**src/rtl/ebox_pkg.sv**
```systemverilog
// ebox_pkg: shared EBOX types for the EDP diagnostic path.
// Diag sub-selects, snapshot states and the DIAG function code.
package ebox_pkg;

  typedef enum logic [2:0] {
    dsAR  = 3'd0,
    dsBR  = 3'd1,
    dsMQ  = 3'd2,
    dsFM  = 3'd3,
    dsBRX = 3'd4,
    dsARX = 3'd5,
    dsADX = 3'd6,
    dsAD  = 3'd7
  } tDiagSel;

  typedef enum logic [2:0] {
    IDLE  = 3'd0,
    REQ   = 3'd1,
    ISSUE = 3'd2,
    CAPT  = 3'd3,
    DRAIN = 3'd4
  } tSnapState;

  // DIAG function 12x; the low octal digit is the sub-select.
  localparam logic [6:0] DIAG_FUNC_12X = 7'o120;

endpackage

```
**src/rtl/edp_diag_snap_if.sv**
```systemverilog
// edp_diag_snap_if: EBUS side and stream side of the snapshot unit.
// master = sequencer, slave = EBUS/EDP/front-end environment.
interface edp_diag_snap_if;
  logic        ebus_req;
  logic        ebus_grant;
  logic        ad_to_ebus;
  logic        diag_read;
  logic [2:0]  diag_sel;
  logic [35:0] ebus_data;
  logic        out_valid;
  logic        out_ready;
  logic [35:0] out_data;
  logic [2:0]  out_sel;
  logic        out_par;
  logic        out_last;

  modport master (
    output ebus_req, diag_read, diag_sel,
    output out_valid, out_data, out_sel,
    output out_par, out_last,
    input  ebus_grant, ad_to_ebus, ebus_data,
    input  out_ready
  );

  modport slave (
    input  ebus_req, diag_read, diag_sel,
    input  out_valid, out_data, out_sel,
    input  out_par, out_last,
    output ebus_grant, ad_to_ebus, ebus_data,
    output out_ready
  );
endinterface

```
**src/rtl/prio_enc8.sv**
```systemverilog
// prio_enc8: index of the lowest set bit of an 8-bit vector.
// none=1 when no bit is set (idx is then 0).
module prio_enc8 (
  input  logic [7:0] vec,
  output logic [2:0] idx,
  output logic       none
);

  // scan high to low so the lowest set bit wins
  always_comb begin
    idx  = 3'd0;
    none = 1'b1;
    for (int i = 7; i >= 0; i--) begin
      if (vec[i]) begin
        idx  = 3'(i);
        none = 1'b0;
      end
    end
  end

endmodule

```
**src/rtl/edp_diag_snap.sv**
```systemverilog
// edp_diag_snap: steps the EDP diag read mux, captures EBUS words,
// then streams the captured words to the front-end.
module edp_diag_snap
  import ebox_pkg::*;
#(
  parameter logic [7:0] MASK_DEFAULT = 8'hFF
) (
  input  logic            clk,
  input  logic            reset,
  input  logic            start,
  input  logic [7:0]      mask,
  output logic            busy,
  output logic [3:0]      aborts,
  edp_diag_snap_if.master bus
);

  tSnapState   state, stateNxt;
  tDiagSel     idx;
  logic [7:0]  pend, got;
  logic [7:0]  effMask, pendLeft, encIn;
  logic [2:0]  pIdx, gIdx;
  logic        pNone, gNone;
  logic        capt, abort, gotOne;
  logic [35:0] snapBuf [8];

  assign effMask  = (mask == 8'd0) ? MASK_DEFAULT : mask;
  assign pendLeft = pend & ~(8'd1 << idx);
  // IDLE looks at the incoming mask, capture looks past idx
  assign encIn    = (state == IDLE) ? effMask : pendLeft;
  assign gotOne   = (got != 8'd0) &&
                    ((got & (got - 8'd1)) == 8'd0);

  prio_enc8 uPend (.vec(encIn), .idx(pIdx), .none(pNone));
  prio_enc8 uGot  (.vec(got),   .idx(gIdx), .none(gNone));

  // next state and bus/stream strobes
  always_comb begin
    stateNxt      = state;
    capt          = 1'b0;
    abort         = 1'b0;
    bus.ebus_req  = 1'b0;
    bus.diag_read = 1'b0;
    bus.diag_sel  = 3'd0;
    bus.out_valid = 1'b0;
    unique case (state)
      IDLE: begin
        if (start && !pNone) stateNxt = REQ;
      end
      REQ: begin
        bus.ebus_req = 1'b1;
        if (bus.ebus_grant && !bus.ad_to_ebus)
          stateNxt = ISSUE;
      end
      ISSUE, CAPT: begin
        bus.ebus_req  = 1'b1;
        bus.diag_read = 1'b1;
        bus.diag_sel  = idx;
        abort = bus.ad_to_ebus || !bus.ebus_grant;
        if (abort) begin
          stateNxt = REQ;
        end else if (state == ISSUE) begin
          stateNxt = CAPT;
        end else begin
          capt     = 1'b1;
          stateNxt = pNone ? DRAIN : ISSUE;
        end
      end
      DRAIN: begin
        bus.out_valid = !gNone;
        if (gNone || (bus.out_ready && gotOne))
          stateNxt = IDLE;
      end
      default: stateNxt = IDLE;
    endcase
  end

  assign busy         = (state != IDLE);
  assign bus.out_data = bus.out_valid ? snapBuf[gIdx] : 36'd0;
  assign bus.out_sel  = bus.out_valid ? gIdx : 3'd0;
  assign bus.out_par  = bus.out_valid & ~^snapBuf[gIdx];
  assign bus.out_last = bus.out_valid & gotOne;

  // state, pending/captured sets, cursor and abort counter
  always_ff @(posedge clk) begin
    if (reset) begin
      state  <= IDLE;
      idx    <= dsAR;
      pend   <= 8'd0;
      got    <= 8'd0;
      aborts <= 4'd0;
    end else begin
      state <= stateNxt;
      if (state == IDLE && start) begin
        pend <= effMask;
        got  <= 8'd0;
        idx  <= tDiagSel'(pIdx);
      end
      if (capt) begin
        pend     <= pendLeft;
        got[idx] <= 1'b1;
        idx      <= tDiagSel'(pIdx);
      end
      if (abort && aborts != 4'hF)
        aborts <= aborts + 4'd1;
      if (bus.out_valid && bus.out_ready)
        got[gIdx] <= 1'b0;
    end
  end

  // capture buffer, written only on a clean CAPT cycle
  always_ff @(posedge clk) begin
    if (capt) snapBuf[idx] <= bus.ebus_data;
  end

endmodule

```
**src/flat_wrapper.sv**
```systemverilog
// flat-port wrapper written by rule: the top's interface ports become plain ports
module edp_diag_snap_flat import ebox_pkg::*;
#(
  parameter logic [7:0] MASK_DEFAULT = 8'hFF
)
  (clk, reset, start, mask, busy, aborts, bus_ebus_req, bus_diag_read, bus_diag_sel, bus_out_valid, bus_out_data, bus_out_sel, bus_out_par, bus_out_last, bus_ebus_grant, bus_ad_to_ebus, bus_ebus_data, bus_out_ready);
  edp_diag_snap_if bus_i ();
  input  logic clk;
  input  logic reset;
  input  logic start;
  input  logic [7:0] mask;
  output logic busy;
  output logic [3:0] aborts;
  output wire logic [$bits(bus_i.ebus_req)-1:0] bus_ebus_req;
  output wire logic [$bits(bus_i.diag_read)-1:0] bus_diag_read;
  output wire logic [$bits(bus_i.diag_sel)-1:0] bus_diag_sel;
  output wire logic [$bits(bus_i.out_valid)-1:0] bus_out_valid;
  output wire logic [$bits(bus_i.out_data)-1:0] bus_out_data;
  output wire logic [$bits(bus_i.out_sel)-1:0] bus_out_sel;
  output wire logic [$bits(bus_i.out_par)-1:0] bus_out_par;
  output wire logic [$bits(bus_i.out_last)-1:0] bus_out_last;
  input wire logic [$bits(bus_i.ebus_grant)-1:0] bus_ebus_grant;
  input wire logic [$bits(bus_i.ad_to_ebus)-1:0] bus_ad_to_ebus;
  input wire logic [$bits(bus_i.ebus_data)-1:0] bus_ebus_data;
  input wire logic [$bits(bus_i.out_ready)-1:0] bus_out_ready;
  assign bus_ebus_req = bus_i.ebus_req;
  assign bus_diag_read = bus_i.diag_read;
  assign bus_diag_sel = bus_i.diag_sel;
  assign bus_out_valid = bus_i.out_valid;
  assign bus_out_data = bus_i.out_data;
  assign bus_out_sel = bus_i.out_sel;
  assign bus_out_par = bus_i.out_par;
  assign bus_out_last = bus_i.out_last;
  assign bus_i.ebus_grant = bus_ebus_grant;
  assign bus_i.ad_to_ebus = bus_ad_to_ebus;
  assign bus_i.ebus_data = bus_ebus_data;
  assign bus_i.out_ready = bus_out_ready;
  edp_diag_snap #(.MASK_DEFAULT(MASK_DEFAULT)) u_core (.clk(clk), .reset(reset), .start(start), .mask(mask), .busy(busy), .aborts(aborts), .bus(bus_i));
endmodule
```
**config.mk**
```make
export PLATFORM = sky130hd
export DESIGN_NAME = edp_diag_snap_flat
export DESIGN_NICKNAME = d
export VERILOG_FILES = /design/src/rtl/ebox_pkg.sv /design/src/rtl/edp_diag_snap_if.sv /design/src/rtl/prio_enc8.sv /design/src/rtl/edp_diag_snap.sv /design/src/flat_wrapper.sv
export SDC_FILE = /design/constraint.sdc
export NUM_CORES = 1
export LEC_CHECK = 0
export BUFFER_PORTS_ARGS = -buffer_cell sky130_fd_sc_hd__buf_4
export CAP_MARGIN = 20
export CORE_UTILIZATION = 40
export CTS_BUF_LIST = sky130_fd_sc_hd__clkbuf_2
export DETAILED_ROUTE_END_ITERATION = 12
export PLACE_DENSITY = 0.6
export SLEW_MARGIN = 10
export SYNTH_ARGS = -nofsm -noshare
export SYNTH_HDL_FRONTEND = slang
export SYNTH_SLANG_ARGS = --single-unit
```
**constraint.sdc**
```tcl
create_clock -name clk -period 13.2 [get_ports clk]
set_input_delay 0 -clock clk [delete_from_list [all_inputs] [get_ports clk]]
set_output_delay 0 -clock clk [all_outputs]
set_load 0.02 [all_outputs]
```
==> flow_summary.json <==
{
  "ys.flop_type": "edfxtp_1",
  "syn_to_final_growth_pct": 22.9,
  "cts.sinks": 314,
  "hold-path-endpoint": "u_core.idx[1]",
  "cts_setup_buffers": 0,
  "fin_tns_setup_ns": 0,
  "die_h_um": 183,
  "drtAntennaViolNets": 0,
  "io_pins": 102,
  "synth_commonest_cells": "edfxtp_1 (288), nand2_1 (129), nor2_1 (114)",
  "dp_cells": 1547,
  "synth_area_leaders": "edfxtp_1 (66%), dfxtp_1 (4.0%), nand2_1 (3.7%)",
  "dp_hpwl_um": 18800,
  "dp_slack_ns": 8.61,
  "setup_viol": 0,
  "cp_slowest_cell": "buf_4",
  "crit_chain": "nor3_1 > o21ai_2 > buf_4 > nand2_4 > buf_4 > a211oi_1 > or4_1 > xor2_1 > xnor3_1 > xnor2_1 > xnor3_1 > xnor3_1 > nor2_1 > buf_4",
  "r2r_cells": 10,
  "num_vias": 9580,
  "status": "completed",
  "cts-buffers-inserted": 79,
  "rows": 66,
  "die_w_um": 183,
  "holdPathStages": 3,
  "rr_endpoint": "u_core.state[1]",
  "grt_overflow": 0,
  "grt_max_degree": 98,
  "worstMarginPinSlew_ns": 1.09,
  "synth-xor-area-share_pct": 2.79,
  "path_max_fanout": 97,
  "globalplace.congestion": 0.834,
  "fin_ws_ns": 7.76,
  "h-tree-depth": 3,
  "grt_usage_pct": 20.8,
  "synth_top_family_by_area": "simple AND/OR/NAND/NOR gates",
  "cts_root_buf": "clkbuf_2",
  "synth-seq-area-share_pct": 69.7,
  "fin_nets": 1347,
  "synth_top_area_cell": "edfxtp_1",
  "yosysWarnings": 0,
  "viasPerCell": 5.34,
  "clock_latency_ns": 0.83,
  "post_drt_wl_per_cell_um": 19.4,
  "drive_gt1_share_pct": 20.1,
  "cts_tree": "yes",
  "startpoint": "u_core.got[4]",
  "synth-edff-count": 288,
  "synth_fa_ha_area_share_pct": 0.0951,
  "clk_pin_slew_ns": 0.09,
  "fmax_mhz": 184,
  "worstSetupStartpointType": "flip-flop",
  "fin_worst_skew_ns": 0.0795,
  "stdcell_area_um2": 16200,
  "grt_first_pass_wirelength_um": 53300,
  "synth-simple-area-share_pct": 15.0,
  "drc_errors": 0,
  "async_reset_ff_share_pct": 0,
  "io_buffers": 101,
  "rsz0062_at_grt": "no",
  "r2r-start": "u_core.idx[0]",
  "syn_inst": 1048,
  "synth_cell_types": 63,
  "hp-start": "reset",
  "first_pass_iters": 6,
  "leakage_nw": 5.82,
  "die_area_um2": 33600,
  "final-max-slew-violation-count": 0,
  "final.period_utilization_pct": 41.2,
  "holdWs_ns": 0.125,
  "drtIter0Drc": 767,
  "grt_pass1_vias": 9466,
  "worstPathRequired_ns": 13.20,
  "synth_area_um2": 13200,
  "wl_um": 34800,
  "placed_area_um2": 14400,
  "synth-seq-cells": 314,
  "worstSetupEndpointType": "output pin",
  "syn-num-nets": 1099,
  "antenna_found_initial": 1,
  "crit_arrival_ns": 5.44,
  "worstSetupPathType": "flip-flop to output pin",
  "r2r_setup_slack_ns": 9.16,
  "cp_slowest_stage_delay_ns": 0.74,
  "synthMuxAreaShare_pct": 0.485,
  "post-route-min-period_ns": 5.44,
  "relSlewSlack_pct": 27.1,
  "synth_most_common_cell": "edfxtp_1",
  "cts_hold_buf": 109,
  "clockBufferDepth": 3,
  "coreArea_um2": 32500,
  "start_util_pct": 40.5,
  "final_cells": 1793,
  "p_per_area_nw_per_um2": 111,
  "ir_drop_mv": 0.0492,
  "ctsResizeCount": 0,
  "finalHoldViolCount": 0,
  "avgSynthCellArea_um2": 12.6,
  "synth_top_area_share_pct": 65.7,
  "synth_compound_area_share_pct": 9.37,
  "cap_violations": 0,
  "hp-class": "input pin to flip-flop"
}
[critical path, delay by kind of cell (launching register included)]
| kind | cells | cell delay [ns] |
|---|---|---|
| xor gates and xnor gates | 5 | 1.48 |
| and+or+nand+nor | 4 | 1.13 |
| buffers and inverters | 3 | 1.17 |
| DFF | 1 | 0.42 |
| AOI/OAI and AO/OA | 2 | 0.30 |
[layout make-up]
type	instances	area (um2)
antenna	1	2.50
clock buffer	113	566
clock inverter	22	120
fill	2950	16300
inverter	10	37.5
multi-input combinational	660	3700
sequential	314	9170
tap	442	553
timing repair buffer	231	2020
[cell usage in the layout (no fill, tap or decap), types with 11 or more instances in the layout]
master / netlist / layout
nand3_1: 68 / 67
buf_4: 6 / 121
nand2_1: 129 / 128
xor2_1: 11 / 11
and3_1: 21 / 21
clkinv_1: 1 / 16
o21ai_0: 37 / 37
nor4_1: 16 / 15
xnor2_1: 18 / 18
edfxtp_1: 288 / 288
a211oi_1: 29 / 29
o22ai_1: 19 / 19
a21oi_1: 63 / 63
nand4_1: 14 / 14
clkbuf_2: 0 / 113
nor3_1: 32 / 29
nor2_1: 114 / 113
dfxtp_1: 26 / 26
dlygate4sd3_1: 0 / 109
[flip-flops by register name, indices dropped and copies added, names as in the netlist]
register        count
u_core.aborts       4
u_core.got          8
u_core.idx          3
u_core.pend         8
u_core.snapBuf    288
u_core.state        3
[power breakdown]
part           leakage, nW  switching, mW  total (mW)  internal [mW]
Sequential            2.80        0.00478        1.09           1.09
Combinational         2.49         0.0379      0.0810         0.0432
Clock                0.528          0.376       0.624          0.248
Total                 5.82          0.419        1.80           1.38
[per-layer routing]
metal | vias up | share of wire, % | track usage [%]
met3 | 61 | 5.8 | 3.91
met4 | 0 | 1.9 | 7.20
met2 | 344 | 50 | 34.7
li1 | 4479 | - | -
met5 | - | 0 | 0
met1 | 4696 | 42 | 27.3
[logic make-up after synthesis]
logic type	after synthesis
fa+ha+maj	1
buf+inv	74
mux	6
compound gates	194
flops	314
simple gates	425
xor+xnor	34
[how the worst max path moves through the flow]
stage | endpoint | slack, ns
2_1_floorplan | u_core.snapBuf[2][0] | 8.06
3_3_place_gp | bus_out_par | 8.74
4_1_cts | bus_out_par | 7.73
5_1_grt | bus_out_par | 7.42
3_5_place_dp | bus_out_par | 8.61
6_report | bus_out_par | 7.76
[stage by stage]
stage	total power [mW]	utilization (%)
6_report	1.80	49.8
5_1_grt	1.87	49.8
4_1_cts	1.81	49.7
3_5_place_dp	1.17	44.3
3_3_place_gp	1.16	44.3
2_1_floorplan	1.13	-
(Power assumes the default switching activity.)
